<file path="config.mk">
export PLATFORM = sky130hd
export DESIGN_NAME = lsu_mem_stage
export DESIGN_NICKNAME = d
export VERILOG_FILES = /design/src/rtl/lsu_mem_stage.sv
export SDC_FILE = /design/constraint.sdc
export NUM_CORES = 1
export LEC_CHECK = 0
export ABC_CLOCK_PERIOD_IN_PS = 2270
export BUFFER_PORTS_ARGS = -buffer_cell sky130_fd_sc_hd__buf_2
export CORE_MARGIN = 3
export CORE_UTILIZATION = 37
export DETAILED_ROUTE_END_ITERATION = 10
export PLACE_DENSITY = 0.67
export SYNTH_ARGS = -nofsm -noshare
export SYNTH_HDL_FRONTEND = slang
export SYNTH_SLANG_ARGS = --single-unit
</file>
<file path="constraint.sdc">
create_clock -name clock -period 2.27 [get_ports clock]
set_input_delay 0.3405 -clock clock [delete_from_list [all_inputs] [get_ports clock]]
set_output_delay 0.3405 -clock clock [all_outputs]
set_load 0.02 [all_outputs]
</file>
<file path="src/rtl/lsu_mem_stage.sv">
// Memory-stage load/store unit: req/gnt/rvalid data port, sized loads/stores, ALU pass-through, timeout.
// Optional LSU_MISALIGN_TRAP_EN: misaligned half/word accesses raise an error instead of being force-aligned.
module lsu_mem_stage #(
  parameter int ADDR_W         = 32,
  parameter int RVALID_TIMEOUT = 16,
  parameter int REG_ADDR_W     = 5
) (
  input  logic                  clock,
  input  logic                  reset,
  input  logic                  ex_valid_i,
  input  logic                  lsu_en_i,
  input  logic                  lsu_we_i,
  input  logic [1:0]            lsu_size_i,
  input  logic                  lsu_unsigned_i,
  input  logic [ADDR_W-1:0]     mem_addr_i,
  input  logic [31:0]           store_data_i,
  input  logic [31:0]           alu_result_i,
  input  logic [REG_ADDR_W-1:0] rd_addr_i,
  input  logic                  rd_we_i,
  output logic                  stall_o,
  output logic                  data_req_o,
  input  logic                  data_gnt_i,
  output logic [ADDR_W-1:0]     data_addr_o,
  output logic                  data_we_o,
  output logic [3:0]            data_be_o,
  output logic [31:0]           data_wdata_o,
  input  logic                  data_rvalid_i,
  input  logic [31:0]           data_rdata_i,
  output logic                  wb_valid_o,
  output logic [31:0]           wb_data_o,
  output logic [REG_ADDR_W-1:0] wb_rd_addr_o,
  output logic                  wb_rd_we_o,
  output logic                  err_o
);

  typedef enum logic [1:0] {S_IDLE, S_REQ, S_WAIT} state_e;

  localparam int CNT_W = (RVALID_TIMEOUT > 1) ? $clog2(RVALID_TIMEOUT) : 1;
  localparam logic [CNT_W-1:0] TO_LAST = CNT_W'((RVALID_TIMEOUT > 0) ? RVALID_TIMEOUT - 1 : 0);

  state_e                  state_q, state_d;
  logic [ADDR_W-1:0]       addr_q;
  logic [1:0]              size_q;
  logic                    uns_q, we_q, rd_we_q;
  logic [31:0]             wdata_q;
  logic [REG_ADDR_W-1:0]   rd_addr_q;
  logic [CNT_W-1:0]        cnt_q;

  logic       accept, alu_pass, misalign, bad_acc, go_req, timeout;
  logic [1:0] addr_lo;
  logic [31:0] shifted, load_val;

  assign accept   = (state_q == S_IDLE) && ex_valid_i && lsu_en_i;
  assign alu_pass = (state_q == S_IDLE) && ex_valid_i && !lsu_en_i;

`ifdef LSU_MISALIGN_TRAP_EN
  assign misalign = ((lsu_size_i == 2'b01) && mem_addr_i[0]) ||
                    ((lsu_size_i == 2'b10) && (mem_addr_i[1:0] != 2'b00));
`else
  assign misalign = 1'b0;
`endif

  assign bad_acc = accept && ((lsu_size_i == 2'b11) || misalign);
  assign go_req  = accept && !bad_acc;
  assign timeout = (RVALID_TIMEOUT > 0) && (state_q == S_WAIT) && !data_rvalid_i && (cnt_q == TO_LAST);

  // Low address bits forced to the access alignment (no-op when trapping rejects them first)
  always_comb begin
    addr_lo = mem_addr_i[1:0];
    case (lsu_size_i)
      2'b01:   addr_lo[0] = 1'b0;
      2'b10:   addr_lo    = 2'b00;
      default: ;
    endcase
  end

  always_ff @(posedge clock or negedge reset) begin
    if (!reset) state_q <= S_IDLE;
    else        state_q <= state_d;
  end

  always_comb begin
    state_d = state_q;
    case (state_q)
      S_IDLE:  if (go_req) state_d = S_REQ;
      S_REQ:   if (data_gnt_i) state_d = S_WAIT;
      S_WAIT:  if (data_rvalid_i || timeout) state_d = S_IDLE;
      default: state_d = S_IDLE;
    endcase
  end

  always_comb begin
    stall_o      = (state_q != S_IDLE);
    data_req_o   = 1'b0;
    data_addr_o  = '0;
    data_we_o    = 1'b0;
    data_be_o    = 4'b0000;
    data_wdata_o = 32'h0;
    if (state_q == S_REQ) begin
      data_req_o  = 1'b1;
      data_addr_o = {addr_q[ADDR_W-1:2], 2'b00};
      data_we_o   = we_q;
      case (size_q)
        2'b00: begin
          data_be_o    = 4'b0001 << addr_q[1:0];
          data_wdata_o = {4{wdata_q[7:0]}};
        end
        2'b01: begin
          data_be_o    = 4'b0011 << {addr_q[1], 1'b0};
          data_wdata_o = {2{wdata_q[15:0]}};
        end
        default: begin
          data_be_o    = 4'b1111;
          data_wdata_o = wdata_q;
        end
      endcase
    end
  end

  always_ff @(posedge clock or negedge reset) begin
    if (!reset) begin
      addr_q    <= '0;
      size_q    <= 2'b00;
      uns_q     <= 1'b0;
      we_q      <= 1'b0;
      wdata_q   <= 32'h0;
      rd_addr_q <= '0;
      rd_we_q   <= 1'b0;
    end else if (accept) begin
      addr_q    <= {mem_addr_i[ADDR_W-1:2], addr_lo};
      size_q    <= lsu_size_i;
      uns_q     <= lsu_unsigned_i;
      we_q      <= lsu_we_i;
      wdata_q   <= store_data_i;
      rd_addr_q <= rd_addr_i;
      rd_we_q   <= rd_we_i;
    end
  end

  // Counter sits at zero outside WAIT, so it is clear on every WAIT entry
  always_ff @(posedge clock or negedge reset) begin
    if (!reset)                   cnt_q <= '0;
    else if (state_q != S_WAIT)   cnt_q <= '0;
    else if (!data_rvalid_i)      cnt_q <= cnt_q + 1'b1;
  end

  assign shifted = data_rdata_i >> {addr_q[1:0], 3'b000};

  always_comb begin
    case (size_q)
      2'b00:   load_val = {{24{~uns_q & shifted[7]}},  shifted[7:0]};
      2'b01:   load_val = {{16{~uns_q & shifted[15]}}, shifted[15:0]};
      default: load_val = shifted;
    endcase
  end

  always_ff @(posedge clock or negedge reset) begin
    if (!reset) begin
      wb_valid_o   <= 1'b0;
      wb_data_o    <= 32'h0;
      wb_rd_addr_o <= '0;
      wb_rd_we_o   <= 1'b0;
      err_o        <= 1'b0;
    end else begin
      wb_valid_o <= 1'b0;
      err_o      <= 1'b0;
      if (alu_pass) begin
        wb_valid_o   <= 1'b1;
        wb_data_o    <= alu_result_i;
        wb_rd_addr_o <= rd_addr_i;
        wb_rd_we_o   <= rd_we_i;
      end else if (bad_acc) begin
        wb_valid_o   <= 1'b1;
        err_o        <= 1'b1;
        wb_data_o    <= 32'h0;
        wb_rd_addr_o <= rd_addr_i;
        wb_rd_we_o   <= 1'b0;
      end else if (state_q == S_WAIT && data_rvalid_i) begin
        wb_valid_o   <= 1'b1;
        wb_data_o    <= we_q ? 32'h0 : load_val;
        wb_rd_addr_o <= rd_addr_q;
        wb_rd_we_o   <= rd_we_q && !we_q;
      end else if (timeout) begin
        wb_valid_o   <= 1'b1;
        err_o        <= 1'b1;
        wb_data_o    <= 32'h0;
        wb_rd_addr_o <= rd_addr_q;
        wb_rd_we_o   <= 1'b0;
      end
    end
  end

endmodule

</file>
; Word-level counts from Yosys, hierarchy flattened
; Index checks and enable logic that the tools add are counted.
[word_totals]
ff_bits = 120
latchBits = 0
ram_bits = 0
mem_bits_ro = 0
inputBits = 144
output_inout_bits = 111
word_cells = 89
mem_count = 0
[op_classes]
addsub = 1
n_mul = 0
n_div = 0
n_lt_le_gt_ge = 0
n_eq_ne = 12
shifts = 3
mux = 36
bitwise = 3
n_reduce_logical = 20
[ops]
columns = operator, n
row1 = two-way mux 32 bit, 7
row2 = case mux 32 bit (2 select lines), 2
row3 = >> shifter 32 x 5 -> 32 bit, 1
row4 = two-way mux 5 bit, 4
row5 = two-way mux 1 bit, 15
row6 = two-way mux 4 bit, 3
row7 = logical AND 1 bit, 9
row8 = case mux 4 bit (2 select lines), 1
row9 = == test 2 x 1 -> 1 bit (second input constant), 3
row10 = == test 2 bit (second input constant), 3
row11 = two-way mux 2 bit, 3
row12 = != test 2 bit (second input constant), 3
row13 = case mux 2 bit (3 select lines), 1
row14 = adder 4 x 1 -> 4 bit (second input constant), 1
row15 = == test 4 bit (second input constant), 1
row16 = logical NOT 1 bit, 4
row17 = logical NOT 2 bit, 2
row18 = != test 2 x 1 -> 1 bit (second input constant), 2
row19 = nonzero test 4 bit, 1
row20 = << shifter 1 x 2 -> 4 bit (first input constant), 1
row21 = << shifter 2 x 2 -> 4 bit (first input constant), 1
row22 = AND reduction 3 bit, 1
row23 = AND 1 bit, 2
row24 = nonzero test 2 bit, 1
row25 = other kinds (3), 3

; Depth between registers and ports, before layout
[depth]
depth_word = 8
depth_mapped = 7
depth_no_buf = 5

; Worst setup path before layout
; OpenSTA, ideal clock, no wires.
[synth_path]
path_type = register to output
startpoint = reg size_q[0]
endpoint = out data_wdata_o[10]
t_arrival_ps = 1628
required_time_ps = 1929
path_slack_ps = 301
path_stages_with_launch = 6
path_buffers = 2
path_cell_list = dfrtp_1 -> buf_2 -> nor2_1 -> clkbuf_1 -> nand2_1 -> a21oi_1
[synth_via]
elab_chain_cells = 3
elab_cells_between_ends = 4
classes_between = eq/ne: 1 / mux: 2 / reduce/logical: 1
[synth_lines]
columns = element, line
row1 = "start, declared", 43  ; logic [1:0] size_q;
row2 = "start signal, assigned", 131  ; size_q <= lsu_size_i;
row3 = == test 2 x 1 -> 1 bit or logical NOT 2 bit (tied branches), 103  ; case (size_q)
row4 = case mux 32 bit (2 select lines) *, 103
row5 = two-way mux 32 bit *, 99  ; if (state_q == S_REQ) begin
row6 = "end, declared", 26  ; output logic [31:0] data_wdata_o,
; Mark *: on every way between the ends. The rest lies on a longest branch, timed or not.

; Worst setup path after layout
[layout_path]
startpoint = reg state_q[1]
endpoint = out data_be_o[0]
[layout_via]
elab_chain_cells = 2
[layout_lines]
columns = element, line
row1 = "start, declared", 41  ; state_e state_q, state_d;
row2 = "start signal, assigned", 79  ; else state_q <= state_d;
row3 = == test 2 x 1 -> 1 bit, 99
row4 = two-way mux 4 bit, 99
row5 = "end, declared", 25  ; output logic [3:0] data_be_o,
; No other way between the ends.

==> results_dict.tcl <==
set metrics [dict create \
    wl_met1_um 7660 \
    clk_pin_slew_worst_paths_ns 0.06 \
    netlist_area_sq_um 6160 \
    synthArstFlopShare 1.00 \
    grt_overflow 0 \
    ant_nets 0 \
    critical_path_class "register to primary output" \
    viasPerCell 5.05 \
    first_pass_iters 4 \
    crit_path_top_delay_cell "dfrtp_1" \
    crit_fanout 11 \
    die_width_um 135 \
    hold_ws_ns 0.133 \
    synthCells 578 \
    fin_ws_ns 0.160 \
    place.gp.congestion 0.806 \
    clock.fmax_ghz 0.474 \
    diodes 0 \
    dieArea_sq_um 18200 \
    dp_hpwl_um 13500 \
    wl_per_cell_um 17.3 \
    drt_iter0_markers 120 \
    post_cts_buffers 0 \
    antenna_found_initial 2 \
    place_area_sq_um 7770 \
    cts_tree "yes" \
    critPathTopFamily "buffers and inverters" \
    cp.arrival_ns 1.77 \
    pin_count 255 \
    peakVddDrop_v 0.000465 \
    cts_buffer_depth 2 \
    r2r_setup_slack_ns 0.31 \
    top_layer_used "met5" \
    fin_crit_sh 0.929 \
    critical_path_required_ns 1.93 \
    grt_use_total 0.202 \
    max_slew_margin 0.667 \
    crit_cells 6 \
    port_buffers 252 \
    critPathBufInv 3 \
    r2r_cells 4 \
    fin_crit_ns 2.11 \
    grt_start_max_net_pins 56 \
    cts_buffers 17 \
    cts-root-buf "clkbuf_16" \
    cts.sinks 120 \
    layout-drive-gt1-share 0.491 \
    synth_edf_count 0 \
    setup_tns_ns 0 \
    rsz0062_at_grt "no" \
    met2_length_um 8510 \
    dp_slack_ns 0.318 \
    end_kind "primary output" \
    max_stage_delay_ns 0.45 \
    final_nets 981 \
    finalHoldViolCount 0 \
    grt_pass1_vias 5473 \
    finalSetupViolCount 0 \
    ys_seq_area_frac 0.487 \
    ys_seq_elements 120 \
    initial_utilization 0.382 \
    drc 0 \
    mostFrequentLayoutCell "buf_2" \
    outcome "finished clean" \
    path_cells "nand2b_1, inv_1, buf_4, o21ai_1, a21oi_1, buf_2" \
    num_rows 46 \
    synth_warnings 0 \
    core_area_sq_um 16100 \
    nFillCells 1538 \
    fin_skew_ns 0.00792 \
    syn_to_final_growth_pct 36.1 \
    h-tree-depth 4 \
    tightest_slew_ns 0.498 \
    hold_depth 3 \
    ys.flop_type "dfrtp_1" \
    power_density_nw_per_um2 1120 \
    avgSynthCellArea_sq_um 10.7 \
    vias 5371 \
    synth_top_area_cell "dfrtp_1" \
    multiInputGateArea_sq_um 2910 \
    p_leak_nw 4.02 \
    min_path_type "primary input to register" \
    ff_latch_area_sq_um 3010 \
    ys_types 45 \
    yosys.area.top_type_share 0.487 \
    final_cell_mix "251 x buf_2, 118 x dfrtp_1, 85 x mux2_2" \
    fp.dieH_um 135 \
    grt_first_pass_wirelength_um 28800 \
    maxCapViolCount 0 \
    cp-start-kind "register" \
    postLayoutCellArea_sq_um 8390 \
    met3_length_um 1920 \
    wirelength_um 18400 \
    drv_slew 0 \
    ys_top_cells_by_area "dfrtp_1 49%, mux2_2 16%, mux2i_1 4.7%, nor2_1 4.1%, and2_1 4.0%" \
    clk_latency_ns 0.41 \
]
per-layer routing:
metal  up-vias  global-route usage
met5         -                   0
met4         4              0.0644
met3        30              0.0764
met2       233               0.325
met1      2567               0.251
li1       2537                   -
stage by stage:
| stage | total power [mW] | util | std cells |
|---|---|---|---|
| floorplan | 5.45 | - | 579 |
| global placement | 6.60 | 0.482 | 1030 |
| detailed placement | 6.66 | 0.482 | 1030 |
| CTS | 9.47 | 0.520 | 1063 |
| global route | 9.95 | 0.520 | 1063 |
| finish | 9.38 | 0.520 | 1063 |
worst register-to-register path, stage by stage, from the launching register on:
cell	delay (ns)
dfrtp_1	0.44
or3b_2	0.58
nor2_4	0.18
buf_12	0.25
mux2_2	0.40
final timing paths:
check / startpoint / to
worst max-delay path: state_q[1] / data_be_o[0]
worst max register to register: state_q[0] / wdata_q[3]
max in group asynchronous: reset / wb_data_o[20]
min in group asynchronous: reset / wb_data_o[7]
worst min-delay path: alu_result_i[6] / wb_data_o[6]
worst min register to register: addr_q[29] / addr_q[29]
cell usage after synthesis, types with 2 or more instances:
master,n
or3_1,6
nand3_1,2
and2_1,39
inv_1,16
ha_1,3
a22oi_1,18
nor4b_2,2
mux2_2,85
dfrtp_1,120
nor3b_1,2
buf_2,15
or2_2,3
a31oi_1,6
a21oi_1,38
o221ai_1,7
a21oi_2,10
nand2b_1,2
mux2i_1,29
o21ai_0,9
buf_1,2
nor2_1,68
nor2b_1,3
nand2_1,38
nor3_1,2
buf_4,5
clkbuf_1,19
a221oi_1,9
xor2_1,2
o22a_1,2
area by class of cell:
class                           instances  area share
Sequential cell                       120       0.358
Multi-Input combinational cell        400       0.347
Timing Repair Buffer                  279       0.183
Clock buffer                           18      0.0512
Tap cell                              216      0.0322
Clock inverter                         14      0.0207
Inverter                               16     0.00716
power by group:
part	internal, mW	switching (mW)	total [mW]
sequential	2.84	0.455	3.30
clock	1.73	1.03	2.76
combinational	1.44	1.88	3.31
sequential cells by signal (all words and copies together), names as in the netlist:
name          cells
wb_rd_addr_o      5
rd_addr_q         5
wb_data_o        32
we_q              1
wb_rd_we_o        1
wb_valid_o        1
rd_we_q           1
uns_q             1
addr_q           32
size_q            2
cnt_q             4
err_o             1
state_q           2
wdata_q          32
what timing repair did:
action / CTS / global route
resized for setup: 1 / 3
hold buffers: 1 / 0
endpoints found under the hold margin: 30 / 0
setup endpoints to repair: 2 / 11
logic make-up (layout without fill, tap and decap cells):
group,after synthesis,in the layout,synth area share
buffers and inverters,59,327,0.0435
DFF,120,120,0.487
other,1,2,0.000609
and+or+nand+nor,172,172,0.137
AOI/OAI and AO/OA,104,104,0.114
muxes,116,116,0.208
xor gates and xnor gates,3,3,0.00426
adders and majority gates,3,3,0.00609
No activity file was read; power rests on OpenSTA's default activity.
